## src/rtl/rvm_ifu_pkg.sv

```systemverilog
// Shared widths, cause codes and FSM encodings for the instruction fetch unit.
package rvm_ifu_pkg;

  localparam int unsigned XLEN    = 32;
  localparam int unsigned CAUSE_W = 2;
  localparam int unsigned ST_W    = 2;
  localparam int unsigned TIMER_W = 8;

  localparam logic [CAUSE_W-1:0] CAUSE_OK       = 2'd0;
  localparam logic [CAUSE_W-1:0] CAUSE_BUS      = 2'd1;
  localparam logic [CAUSE_W-1:0] CAUSE_TIMEOUT  = 2'd2;
  localparam logic [CAUSE_W-1:0] CAUSE_MISALIGN = 2'd3;

  localparam logic [ST_W-1:0] ST_IDLE  = 2'd0;
  localparam logic [ST_W-1:0] ST_REQ   = 2'd1;
  localparam logic [ST_W-1:0] ST_RESP  = 2'd2;
  localparam logic [ST_W-1:0] ST_DRAIN = 2'd3;

  localparam logic [XLEN-1:0] NOP_INSTR = 32'h0000_0013;

  // Response payload returned by instruction memory alongside rvalid.
  typedef struct packed {
    logic            err;
    logic [XLEN-1:0] rdata;
  } imem_rsp_t;

  function automatic logic [XLEN-1:0] next_pc4(input logic [XLEN-1:0] addr);
    return addr + XLEN'(4);
  endfunction

endpackage

```

## src/rtl/rvm_ifu_if.sv

```systemverilog
// Instruction-memory port: req/gnt request phase, rvalid response phase.
interface rvm_ifu_if;
  import rvm_ifu_pkg::*;

  logic            req;
  logic [XLEN-1:0] addr;
  logic            gnt;
  logic            rvalid;
  imem_rsp_t       rsp;

  modport master (output req, addr, input gnt, rvalid, rsp);
  modport slave  (input req, addr, output gnt, rvalid, rsp);

endinterface

```

## src/rtl/rvm_ifu.sv

```systemverilog
// Instruction fetch unit: one word per fetch_req over the imem port, latched for decode.
// Optional `RVM_IFU_MISALIGN_TRAP_EN reports misaligned pc as cause 3 instead of aligning it.
module rvm_ifu
  import rvm_ifu_pkg::*;
#(
  parameter int unsigned     TIMEOUT_CYCLES = 255,
  parameter logic [XLEN-1:0] RESET_INSTR    = NOP_INSTR
) (
  input  logic                clk,
  input  logic                reset,
  input  logic [XLEN-1:0]     pc,
  input  logic                fetch_req,
  input  logic                flush,
  output logic                fetch_done,
  output logic                fetch_error,
  output logic [CAUSE_W-1:0]  fetch_cause,
  output logic [XLEN-1:0]     instr,
  output logic [XLEN-1:0]     instr_pc,
  output logic [XLEN-1:0]     pc_plus4,
  rvm_ifu_if.master           imem
);

  localparam logic [TIMER_W-1:0] TIMEOUT_VAL = TIMER_W'(TIMEOUT_CYCLES);

  logic [ST_W-1:0]    state_q, state_d;
  logic [TIMER_W-1:0] timer_q, timer_d;
  logic               imem_req_q, imem_req_d;
  logic [XLEN-1:0]    imem_addr_q, imem_addr_d;
  logic               done_q, done_d;
  logic               error_q, error_d;
  logic [CAUSE_W-1:0] cause_q, cause_d;
  logic [XLEN-1:0]    instr_q, instr_d;
  logic [XLEN-1:0]    instr_pc_q, instr_pc_d;
  logic [XLEN-1:0]    pc_plus4_q, pc_plus4_d;
  logic [TIMER_W-1:0] timer_inc;
  logic               timeout_hit;

  always_ff @(posedge clk) begin
    if (reset) begin
      state_q     <= ST_IDLE;
      timer_q     <= '0;
      imem_req_q  <= 1'b0;
      imem_addr_q <= '0;
      done_q      <= 1'b0;
      error_q     <= 1'b0;
      cause_q     <= CAUSE_OK;
      instr_q     <= RESET_INSTR;
      instr_pc_q  <= '0;
      pc_plus4_q  <= XLEN'(4);
    end else begin
      state_q     <= state_d;
      timer_q     <= timer_d;
      imem_req_q  <= imem_req_d;
      imem_addr_q <= imem_addr_d;
      done_q      <= done_d;
      error_q     <= error_d;
      cause_q     <= cause_d;
      instr_q     <= instr_d;
      instr_pc_q  <= instr_pc_d;
      pc_plus4_q  <= pc_plus4_d;
    end
  end

  always_comb begin
    state_d     = state_q;
    timer_d     = timer_q;
    imem_req_d  = imem_req_q;
    imem_addr_d = imem_addr_q;
    done_d      = 1'b0;
    error_d     = 1'b0;
    cause_d     = cause_q;
    instr_d     = instr_q;
    instr_pc_d  = instr_pc_q;
    pc_plus4_d  = pc_plus4_q;
    timer_inc   = timer_q + TIMER_W'(1);
    timeout_hit = (timer_inc == TIMEOUT_VAL);

    case (state_q)
      ST_IDLE: begin
        if (fetch_req && !flush) begin
`ifdef RVM_IFU_MISALIGN_TRAP_EN
          if (pc[1:0] != 2'b00) begin
            done_d     = 1'b1;
            error_d    = 1'b1;
            cause_d    = CAUSE_MISALIGN;
            instr_pc_d = pc;
            pc_plus4_d = next_pc4(pc);
          end else begin
            imem_req_d  = 1'b1;
            imem_addr_d = pc;
            timer_d     = '0;
            state_d     = ST_REQ;
          end
`else
          imem_req_d  = 1'b1;
          imem_addr_d = pc & ~XLEN'(3);
          timer_d     = '0;
          state_d     = ST_REQ;
`endif
        end
      end
      ST_REQ: begin
        timer_d = timer_inc;
        if (flush) begin
          imem_req_d = 1'b0;
          state_d    = imem.gnt ? ST_DRAIN : ST_IDLE;
        end else if (timeout_hit) begin
          // A grant in the timeout cycle still owes us a response, so drain it.
          imem_req_d = 1'b0;
          done_d     = 1'b1;
          error_d    = 1'b1;
          cause_d    = CAUSE_TIMEOUT;
          state_d    = imem.gnt ? ST_DRAIN : ST_IDLE;
        end else if (imem.gnt) begin
          imem_req_d = 1'b0;
          state_d    = ST_RESP;
        end
      end
      ST_RESP: begin
        timer_d = timer_inc;
        if (flush) begin
          state_d = imem.rvalid ? ST_IDLE : ST_DRAIN;
        end else if (imem.rvalid) begin
          instr_d    = imem.rsp.rdata;
          instr_pc_d = imem_addr_q;
          pc_plus4_d = next_pc4(imem_addr_q);
          done_d     = 1'b1;
          error_d    = imem.rsp.err;
          cause_d    = imem.rsp.err ? CAUSE_BUS : CAUSE_OK;
          state_d    = ST_IDLE;
        end else if (timeout_hit) begin
          done_d  = 1'b1;
          error_d = 1'b1;
          cause_d = CAUSE_TIMEOUT;
          state_d = ST_DRAIN;
        end
      end
      ST_DRAIN: begin
        if (imem.rvalid) state_d = ST_IDLE;
      end
      default: state_d = ST_IDLE;
    endcase
  end

  assign imem.req    = imem_req_q;
  assign imem.addr   = imem_addr_q;
  assign fetch_done  = done_q;
  assign fetch_error = error_q;
  assign fetch_cause = cause_q;
  assign instr       = instr_q;
  assign instr_pc    = instr_pc_q;
  assign pc_plus4    = pc_plus4_q;

endmodule
```

## src/flat_wrapper.sv

```systemverilog
// flat-port wrapper written by rule: the top's interface ports become plain ports
module rvm_ifu_flat import rvm_ifu_pkg::*;
#(
  parameter int unsigned     TIMEOUT_CYCLES = 255,
  parameter logic [XLEN-1:0] RESET_INSTR    = NOP_INSTR
)
  (clk, reset, pc, fetch_req, flush, fetch_done, fetch_error, fetch_cause, instr, instr_pc, pc_plus4, imem_req, imem_addr, imem_gnt, imem_rvalid, imem_rsp);
  rvm_ifu_if imem_i ();
  input  logic clk;
  input  logic reset;
  input  logic [XLEN-1:0] pc;
  input  logic fetch_req;
  input  logic flush;
  output logic fetch_done;
  output logic fetch_error;
  output logic [CAUSE_W-1:0] fetch_cause;
  output logic [XLEN-1:0] instr;
  output logic [XLEN-1:0] instr_pc;
  output logic [XLEN-1:0] pc_plus4;
  output wire logic [$bits(imem_i.req)-1:0] imem_req;
  output wire logic [$bits(imem_i.addr)-1:0] imem_addr;
  input wire logic [$bits(imem_i.gnt)-1:0] imem_gnt;
  input wire logic [$bits(imem_i.rvalid)-1:0] imem_rvalid;
  input wire logic [$bits(imem_i.rsp)-1:0] imem_rsp;
  assign imem_req = imem_i.req;
  assign imem_addr = imem_i.addr;
  assign imem_i.gnt = imem_gnt;
  assign imem_i.rvalid = imem_rvalid;
  assign imem_i.rsp = imem_rsp;
  rvm_ifu #(.TIMEOUT_CYCLES(TIMEOUT_CYCLES), .RESET_INSTR(RESET_INSTR)) u_core (.clk(clk), .reset(reset), .pc(pc), .fetch_req(fetch_req), .flush(flush), .fetch_done(fetch_done), .fetch_error(fetch_error), .fetch_cause(fetch_cause), .instr(instr), .instr_pc(instr_pc), .pc_plus4(pc_plus4), .imem(imem_i));
endmodule
```

## config.mk

```make
export PLATFORM = sky130hd
export DESIGN_NAME = rvm_ifu_flat
export DESIGN_NICKNAME = d
export VERILOG_FILES = /design/src/rtl/rvm_ifu_pkg.sv /design/src/rtl/rvm_ifu_if.sv /design/src/rtl/rvm_ifu.sv /design/src/flat_wrapper.sv
export SDC_FILE = /design/constraint.sdc
export NUM_CORES = 1
export LEC_CHECK = 0
export ABC_AREA = 0
export ABC_CLOCK_PERIOD_IN_PS = 2700
export CORE_MARGIN = 4
export CORE_UTILIZATION = 34
export DETAILED_ROUTE_END_ITERATION = 7
export GPL_TIMING_DRIVEN = 0
export SLEW_MARGIN = 25
export SYNTH_ARGS = -nofsm -noshare
export SYNTH_HDL_FRONTEND = slang
export SYNTH_SLANG_ARGS = --single-unit
```

## constraint.sdc

```tcl
create_clock -name clk -period 2.7 [get_ports clk]
set_input_delay 0.27 -clock clk [delete_from_list [all_inputs] [get_ports clk]]
set_output_delay 0.27 -clock clk [all_outputs]
set_load 0.02 [all_outputs]
```

After elaboration in Yosys (flattened, before gate mapping)
Index checks and enable logic that the tools add are counted.
{"block": "word_totals", "register_bits": 139, "out_inout_bits": 133, "wordCells": 68}
{"block": "op_classes", "add_sub_neg": 2, "n_eq_ne": 10, "mux": 32, "bitwise_logic": 1, "n_reduce_logical": 13}
{"cell": "$add A32 B3 Y32 const B", "count": 1}
{"cell": "$mux W2", "count": 14}
{"cell": "$pmux W8 S2", "count": 1}
{"cell": "$mux W1", "count": 11}
{"cell": "$reduce_and A3 Y1", "count": 3}
{"cell": "$add A8 B1 Y8 const B", "count": 1}
{"cell": "$eq A8 B8 Y1 const B", "count": 1}
{"cell": "$mux W8", "count": 1}
{"cell": "$ne A4 B3 Y1 const B", "count": 2}
{"cell": "$pmux W2 S4", "count": 1}
{"cell": "$ne A2 B2 Y1 const B", "count": 3}
{"cell": "$pmux W1 S2", "count": 3}
{"cell": "$reduce_bool A2 Y1", "count": 3}
{"cell": "$eq A2 B2 Y1 const B", "count": 2}
{"cell": "$pmux W2 S2", "count": 1}
{"cell": "$reduce_and A2 Y1", "count": 2}
{"cell": "$reduce_and A4 Y1", "count": 1}
{"cell": "$eq A2 B1 Y1 const B", "count": 1}
{"cell": "$logic_not A2 Y1", "count": 1}
{"cell": "$ne A2 B1 Y1 const B", "count": 1}
{"cell": "$reduce_or A2 Y1", "count": 1}
{"cell": "$logic_and A1 B1 Y1", "count": 1}
{"cell": "$logic_not A1 Y1", "count": 1}
{"cell": "$not A1 Y1", "count": 1}

Longest topological paths before layout
{"block": "logic_depth", "word_depth": 6, "ltp_mapped": 8}

Least setup slack after synthesis
OpenSTA, ideal clock, no wires.
{"block": "synth_timing", "path_kind": "flip-flop to flip-flop", "start": "register u_core.imem_addr_q[3], in the netlist u_core.imem.addr[3]", "end": "register u_core.pc_plus4_q[20], in the netlist u_core.pc_plus4[20]", "setup_time_ps": 79, "arrival_ps": 2116, "required_time_ps": 2621, "slack_ps": 505, "path_stages_with_launch": 9, "path_buffers": 1, "synth_period_minus_slack_ps": 2195, "cell_sequence": "dfxtp_1 > ha_1 > nand2_1 > or4_1 > buf_6 > or2_4 > nor2_4 > xnor2_1 > a211oi_2"}
{"block": "synth_between", "elab_chain_cells": 1}
{"element": "start, declared", "line_no": "rvm_ifu.sv:28", "source": "logic [XLEN-1:0] imem_addr_q, imem_addr_d;"}
{"element": "start signal, assigned", "line_no": "rvm_ifu.sv:54", "source": "imem_addr_q <= imem_addr_d;"}
{"element": "$add A32 B3 Y32", "line_no": "rvm_ifu_pkg.sv:28", "source": "return addr + XLEN'(4);"}
{"element": "end signal, assigned", "line_no": "rvm_ifu.sv:60", "source": "pc_plus4_q <= pc_plus4_d;"}
{"element": "end, declared", "line_no": "rvm_ifu.sv:34", "source": "logic [XLEN-1:0] pc_plus4_q, pc_plus4_d;"}
No other way between the ends.
A chain may end at the register's enable or synchronous reset.

Final worst setup path
{"block": "layout_timing", "start": "register u_core.state_q[0]", "end": "register u_core.pc_plus4_q[21], in the netlist u_core.pc_plus4[21]"}
{"block": "layout_between", "elab_chain_cells": 2}
{"element": "start, declared", "line_no": "rvm_ifu.sv:25", "source": "logic [ST_W-1:0] state_q, state_d;"}
{"element": "start signal, assigned", "line_no": "rvm_ifu.sv:51", "source": "state_q <= state_d;"}
{"element": "$eq A2 B2 Y1", "line_no": "rvm_ifu.sv:78", "source": "case (state_q)"}
{"element": "$reduce_and A3 Y1 (no line)"}
No other way between the ends.

==> metrics.txt <==
slowest CP cell=clkbuf_1; leak pwr=2.901 nW; overall power=0.005723 W; CP most frequent cell=clkbuf_1; Worst Skew=0.007496 ns; clk slew on worst S/H paths=0.06 ns; worst-path fanout max=10; min-delay worst type=input pin to flip-flop; crit end category=flip-flop; I/O pin count=204; fillers=1584; Post-Route Setup TNS=0 ns; ANT nets after route=0; vias in the first global route=5292; Final min period=2.398 ns; VDD IR-drop max=425.7 uV; crit-path cells=inv_1 -> ha_1 -> nand2_1 -> nor2_1 -> clkbuf_1 -> clkbuf_1 -> a211oi_1; Sw Ratio=25.70%; Yosys top cell area share=48.29%; DRT iter0 DRCs=240; fin. max-slew vios=0; Post-Synthesis Cell Area=0.005679 mm^2; Seq cells post-synth=137; vias post-DR=5614; starting density of the core=35.24%; Setup CP Type=flip-flop to flip-flop; Multi-input gate area=0.002675 mm^2; H-tree depth=4; first-pass GRT wire length=28840 um; post-cts sizing count=0; Nets=1018; clock sink count=137; Yosys warning total=0; count leader, synth=nand2_1; Setup crit start kind=flip-flop; Clock Latency Late Sink=0.42 ns; first drt pass iteration count=5; CTS tree=yes; layout cells sized above 1=5.252%; CTS Root Cell=clkbuf_16; ys async rst share=0%; gr usage total=19.69%; largest net degree at the start of global routing=17; Routed WL=18670 um; area leader, netlist=dfxtp_1; pwr dens=666.9 mW/mm^2; final hold viol count=0; sequential element share of the synthesized area=48.29%; non-filler cells, final=1168; distinct cell type count after synthesis=48; Post-synth EDFFs=0; GR Overflow Total=0; Final Cycle Share=88.82%; number of CTS-inserted buffers=17; DRC Markers=0; DP Area=0.007910 mm^2; cts hold-fix bufs=0; number of instances in the placed design=1137; n_diodes=0; I/O Buffers=194; FP Rows=46; Worst R2R Setup Slack=0.30 ns; Flop pwr share=38.7%; outcome=finished clean; clock buffer depth=2; Worst Max-Slew Pin Slew=0.6810 ns; Mapped Cells=722; Pint=0.004252 W; Clk pwr share=46.3%; Fmax=0.4170 GHz; initial antenna violation count=0; combinational fraction of design power=15.0%; Finished Cell Area=0.008582 mm^2; FF/Latch Area=0.002743 mm^2; max cap viols=0; Die ar.=0.01883 mm^2; RSZ-0062 raised after global routing=no; Main synth FF type=dfxtp_1; crit path DAT=2.67 ns; width of the die=137.2 um; Layout area overhead=51.11%; relative slew slack=54.60%; vias per cell=4.807; switching pwr=0.001471 W; Max stage delay on crit path=0.55 ns; synthesized area per cell=7.866 um^2; dpl hpwl=13700 um; drt wl/cell=15.99 um; list of most frequent post-synthesis cells=nand2_1, dfxtp_1, a21oi_1, clkbuf_1, nor2_1; buffer count from post-CTS setup fixing=0; Final setup violation count=0; CP required=2.98 ns; DIE HEIGHT=137.2 um; CORE AREA=0.01612 mm^2; gp weighted congestion=0.8767; Synth area leaders=dfxtp_1, nand2_1, a21oi_1
==> state kept, by name, indices dropped and copies added, names as in the netlist <==
name	flops
u_core.instr	32
u_core.fetch_done	1
u_core.timer_q	8
u_core.fetch_error	1
u_core.instr_pc	30
u_core.fetch_cause	2
u_core.imem.addr	30
u_core.state_q	2
u_core.pc_plus4	30
u_core.imem.req	1
==> through the flow <==
| stage | setup slack, ns | util, % | hold WS, ns |
|---|---|---|---|
| floorplan | 0.5051 | - | 0.3943 |
| global placement | 0.08277 | 49.08 | 0.4417 |
| detailed placement | 0.08424 | 49.08 | 0.4458 |
| CTS | 0.2509 | 53.25 | 0.3217 |
| global route | 0.06140 | 53.25 | 0.3831 |
| finish | 0.3019 | 53.25 | 0.3230 |
==> placed cells by master, fill, tap and decap left out, types with 4 or more instances in the layout <==
| master | Yosys | layout |
|---|---|---|
| and3_1 | 6 | 6 |
| clkbuf_16 | 0 | 17 |
| nor3_1 | 5 | 5 |
| dfxtp_1 | 137 | 137 |
| clkdlybuf4s50_1 | 0 | 194 |
| xnor2_1 | 14 | 14 |
| o21ai_0 | 22 | 22 |
| bufinv_16 | 0 | 5 |
| xor2_1 | 15 | 15 |
| a21oi_1 | 113 | 113 |
| nand4_1 | 4 | 4 |
| ha_1 | 7 | 7 |
| nor2_1 | 37 | 37 |
| nand2_1 | 212 | 212 |
| a21o_1 | 4 | 4 |
| clkbuf_1 | 41 | 42 |
| nor2b_1 | 5 | 5 |
| nand3_1 | 21 | 21 |
| inv_1 | 13 | 13 |
| clkbuf_8 | 0 | 6 |
| a211oi_1 | 15 | 15 |
| conb_1 | 1 | 6 |
| buf_4 | 6 | 6 |
==> power by group through the flow <==
stage               Combinational, W  Sequential (W)  Clock, W
detailed placement          0.000859         0.00226         0
CTS                         0.000863         0.00222   0.00268
global placement            0.000857         0.00226         0
floorplan                   0.000402         0.00231         0
global route                0.000943         0.00223   0.00278
finish                      0.000858         0.00221   0.00265
==> kinds of logic (layout without fill, tap and decap cells) <==
group / after synthesis / in the layout / share of synthesized area [%]
other: 1 / 6 / 0.06603
buffers and inverters: 66 / 291 / 4.935
DFF: 137 / 137 / 48.29
xor gates and xnor gates: 29 / 29 / 4.472
muxes: 1 / 1 / 0.1983
and+or+nand+nor: 310 / 310 / 23.42
adders and majority gates: 7 / 7 / 1.542
AOI/OAI and AO/OA: 171 / 171 / 17.07
==> per-layer routing <==
layer / track usage, % / share of wire, %
met1: 25.34 / 45
met2: 31.61 / 47
met3: 5.844 / 6.8
met4: 6.652 / 1.8
met5: 0 / 0
==> layout make-up <==
cell class                 instances  area share [%]
multi-input combinational        524           31.17
timing repair buffer             194           22.63
clock buffer                      24           5.963
buffer                            53           2.697
inverter                          13          0.5686
tap                              216           3.149
sequential                       137           31.96
clock inverter                     7           1.866
==> worst max-delay path, delay by kind of cell (launching register included) <==
| kind | cells | cell delay [ns] |
|---|---|---|
| DFF | 1 | 0.35 |
| adders and majority gates | 1 | 0.21 |
| and+or+nand+nor | 2 | 0.38 |
| buffers and inverters | 3 | 1.16 |
| AOI/OAI and AO/OA | 1 | 0.14 |
==> final timing paths <==
path,startpoint,end,depth (start not counted)
min reg2reg,u_core.instr[16]$_SDFFE_PP0P_,u_core.instr[16]$_SDFFE_PP0P_,2
min,flush,u_core.fetch_error$_SDFF_PP0_,2
max,u_core.state_q[0]$_SDFFE_PP0P_,u_core.pc_plus4[21]$_SDFFE_PP0P_,7
max reg2reg,u_core.state_q[0]$_SDFFE_PP0P_,u_core.pc_plus4[21]$_SDFFE_PP0P_,7
Power figures use the tool's default switching activity.
==> edit, RTL diff (config.mk and constraints unchanged) <==
Build with the macro `RVM_IFU_MISALIGN_TRAP_EN` defined.
--- a/src/rtl/rvm_ifu.sv
+++ b/src/rtl/rvm_ifu.sv
@@ -1,5 +1,7 @@
 // Instruction fetch unit: one word per fetch_req over the imem port, latched for decode.
 // Optional `RVM_IFU_MISALIGN_TRAP_EN reports misaligned pc as cause 3 instead of aligning it.
+`define RVM_IFU_MISALIGN_TRAP_EN
+
 module rvm_ifu
   import rvm_ifu_pkg::*;
 #(
Behaviour: not the same (Yosys sat finds a counterexample within 4 cycles, from zero or initial values and one cycle with reset high).
==> edit against the unedited design <==
  * Fmax is 9.3% lower
  * Non-clock buffer count is 27 higher
  * Routed wire length is 32% higher
  * Highest routed layer unchanged
  * Cell area is 16% higher
  * Synthesized area is 18% higher
  * Setup slack worse by 0.25 ns
  * Cell count is 15% higher
  * Sequential cell count is 4 higher
  * Critical path type unchanged
  * Largest cell class is now multi-input gates
  * Total power is 12% higher
  * Sequential power is 7% higher
  * Worst hold slack better by 0.069 ns
==> edit: results (changes against the unedited design) <==
** Final layout
- Share of post-route cells with drive strength above 1 :: 8.627% (+3.4 points)
- Final net count :: 1,145 (+12%)
- The number of antenna cells inserted came to 0 (unchanged).

** Setup path
- Worst stage delay on the critical path :: 0.56 ns
- On the critical path the largest part of the delay comes from simple AND/OR/NAND/NOR gates.
- Arr. time, crit path :: 2.95 ns (+0.28 ns)
- Critical path fanouts, max :: 10 (unchanged)
- CP max-delay cell :: sky130_fd_sc_hd__or4_1

** Yosys
- Commonest cells in the netlist :: 175 x sky130_fd_sc_hd__nand2_1, 141 x sky130_fd_sc_hd__dfxtp_1, 87 x sky130_fd_sc_hd__a21oi_1, 56 x sky130_fd_sc_hd__nor2_1, 47 x sky130_fd_sc_hd__clkbuf_1
- Top_reg_cell synth :: sky130_fd_sc_hd__dfxtp_1
- Main area contributors after synthesis :: sky130_fd_sc_hd__dfxtp_1 42%, sky130_fd_sc_hd__nand2_1 9.8%, sky130_fd_sc_hd__a21oi_1 6.5%
- The number of distinct library cells after synthesis was 62 (+29%).
- The fraction of the mapped netlist area in adder cells was 1.683% (+0.14 points).
- Area fraction in compound gates after synthesis :: 19.04% (+2.0 points)
- The warning count from the yosys run came to 0 (unchanged).
- Share of cell area taken by muxes after synthesis :: 5.535% (+5.3 points)
- The proportion of synthesized flip-flops having asynchronous set or reset came to 0% (unchanged).
- Number of nets in the synthesized netlist :: 915
- The register area share after synthesis is 42.18% (-6.1 points).
- Post-synthesis share of cell area spent on xor and xnor gates :: 0.6545% (-3.8 points)

** Global routing
- Pin count of the biggest net entering global routing :: 17 (unchanged)
- The initial antenna violation count came to 0 (unchanged).
- Tot GR Track Use :: 21.91% (+2.2 points)
- The via count of the first global-routing pass is 6,842 (+29%).
- Global-route wire length before repair :: 38.13 mm (+32%)

** Drt
- Number of vias in the routed layout :: 7,001 (+25%)
- Total iterations of the first detailed-routing run :: 8 (+3)
- Initial drt markers :: 512 (+110%)
- Overall routed net length :: 24.56 mm (+32%)
- The count of nets left with antenna violations after detail routing came to 0 (unchanged).

** Timing
- The actual slew at the worst max-slew pin is 0.7843 ns (+0.1033 ns).
- Clock skew :: 0.01280 ns (+0.005300 ns)

** Clocking
- Clock tree root driver cell :: sky130_fd_sc_hd__clkbuf_16
- The total clock buffers created by CTS came to 17 (unchanged).
- The maximum clock insertion buffer count came to 2 (unchanged).
- The latest clock arrival within the worst-skew pair is 0.42 ns (about the same).
- The count of H-tree levels built during CTS is 4 (unchanged).
- The post-CTS clock slew at the launch and capture registers of the worst setup and hold paths came to 0.06 ns (about the same).

** Place
- The worst setup slack before clock tree synthesis is -0.5682 ns (-0.6524 ns).
- DPL Wire Length :: 18.54 mm (+35%)
- The cell area after placement is 9092 µm² (+15%).
- The count of buffers from port buffering came to 203 (+4.6%).
- The last weighted congestion value of the routability-driven placer is 0.8948 (+2.1%).

** Power and ir drop
- Worst ir drop on vdd :: 0.5349 mV (+26%)
- Pleak :: 3.418 nW (+18%)

** Min path
- In this run the worst hold path is classified as input pin to register.

** Status
- The flow ran to the end, and the final reports show no timing, DRC or antenna violations.
edit: what timing repair did:
item                       CTS  global route
resized for setup           28            22
pin swaps                    4             4
buffers inserted             7             2
setup endpoints to repair   56            48
edit: cells by family (layout without fill, tap and decap cells):
kind of cell | after synthesis | after routing
compound gates | 197 | 197
buf+inv | 76 | 319
mux | 36 | 36
flops | 141 | 141
fa+ha+maj | 9 | 9
simple gates | 371 | 371
xor+xnor | 5 | 5
edit: cell type report:
class	instances	area [µm²]
fill	1883	9462
inverter	13	48.80
clock inverter	11	140.1
tap	265	331.6
clock buffer	21	470.5
sequential	141	2825
buffer	62	329.1
timing repair buffer	212	2116
multi-input combinational	618	3676
edit: through the flow:
stage                      TNS, ns  std cells  hold slack [ns]  util [%]
after floorplan                  0        835           0.3943         -
after global placement      -37.25       1303           0.4374     46.87
after detailed placement    -24.85       1303           0.4404     46.87
after CTS                        0       1342           0.3776     50.88
after global routing      -0.06992       1343           0.3835     51.23
final                            0       1343           0.3915     51.23
edit: worst reg2reg max path: stages (launching register included):
cell                       delay (ns)
sky130_fd_sc_hd__dfxtp_2         0.32
sky130_fd_sc_hd__inv_2           0.10
sky130_fd_sc_hd__ha_4            0.17
sky130_fd_sc_hd__buf_8           0.11
sky130_fd_sc_hd__buf_12          0.12
sky130_fd_sc_hd__nand3_1         0.20
sky130_fd_sc_hd__a221oi_4        0.43
sky130_fd_sc_hd__nand3_2         0.26
sky130_fd_sc_hd__or4_1           0.57
sky130_fd_sc_hd__a32o_1          0.27
edit: worst paths after layout:
path / startpoint / to / slack [ns] / depth (start not counted)
setup / recovery: u_core.state_q[0] / u_core.pc_plus4[31] / 0.06 / 9
hold / removal: imem_rsp[31] / u_core.instr[31] / 0.39 / 3
setup reg to reg: u_core.state_q[0] / u_core.pc_plus4[31] / 0.06 / 9
hold reg to reg: u_core.pc_plus4[2] / u_core.pc_plus4[2] / 0.45 / 2
edit: where the power goes:
group / internal, mW / total (mW) / leakage [nW] / switching (mW)
Clock: 1.52 / 2.43 / 0.303 / 0.911
Combinational: 0.680 / 1.60 / 1.97 / 0.916
Sequential: 2.26 / 2.37 / 1.15 / 0.112
edit: routing by layer:
metal  GRT usage, %  part of all wire (%)  vias to the layer above
li1               -                     -                     3440
met1          28.05                    42                     3230
met2          35.53                    46                      291
met4          6.882                   2.4                        0
met3          6.734                   8.9                       40
met5              0                     0                        -
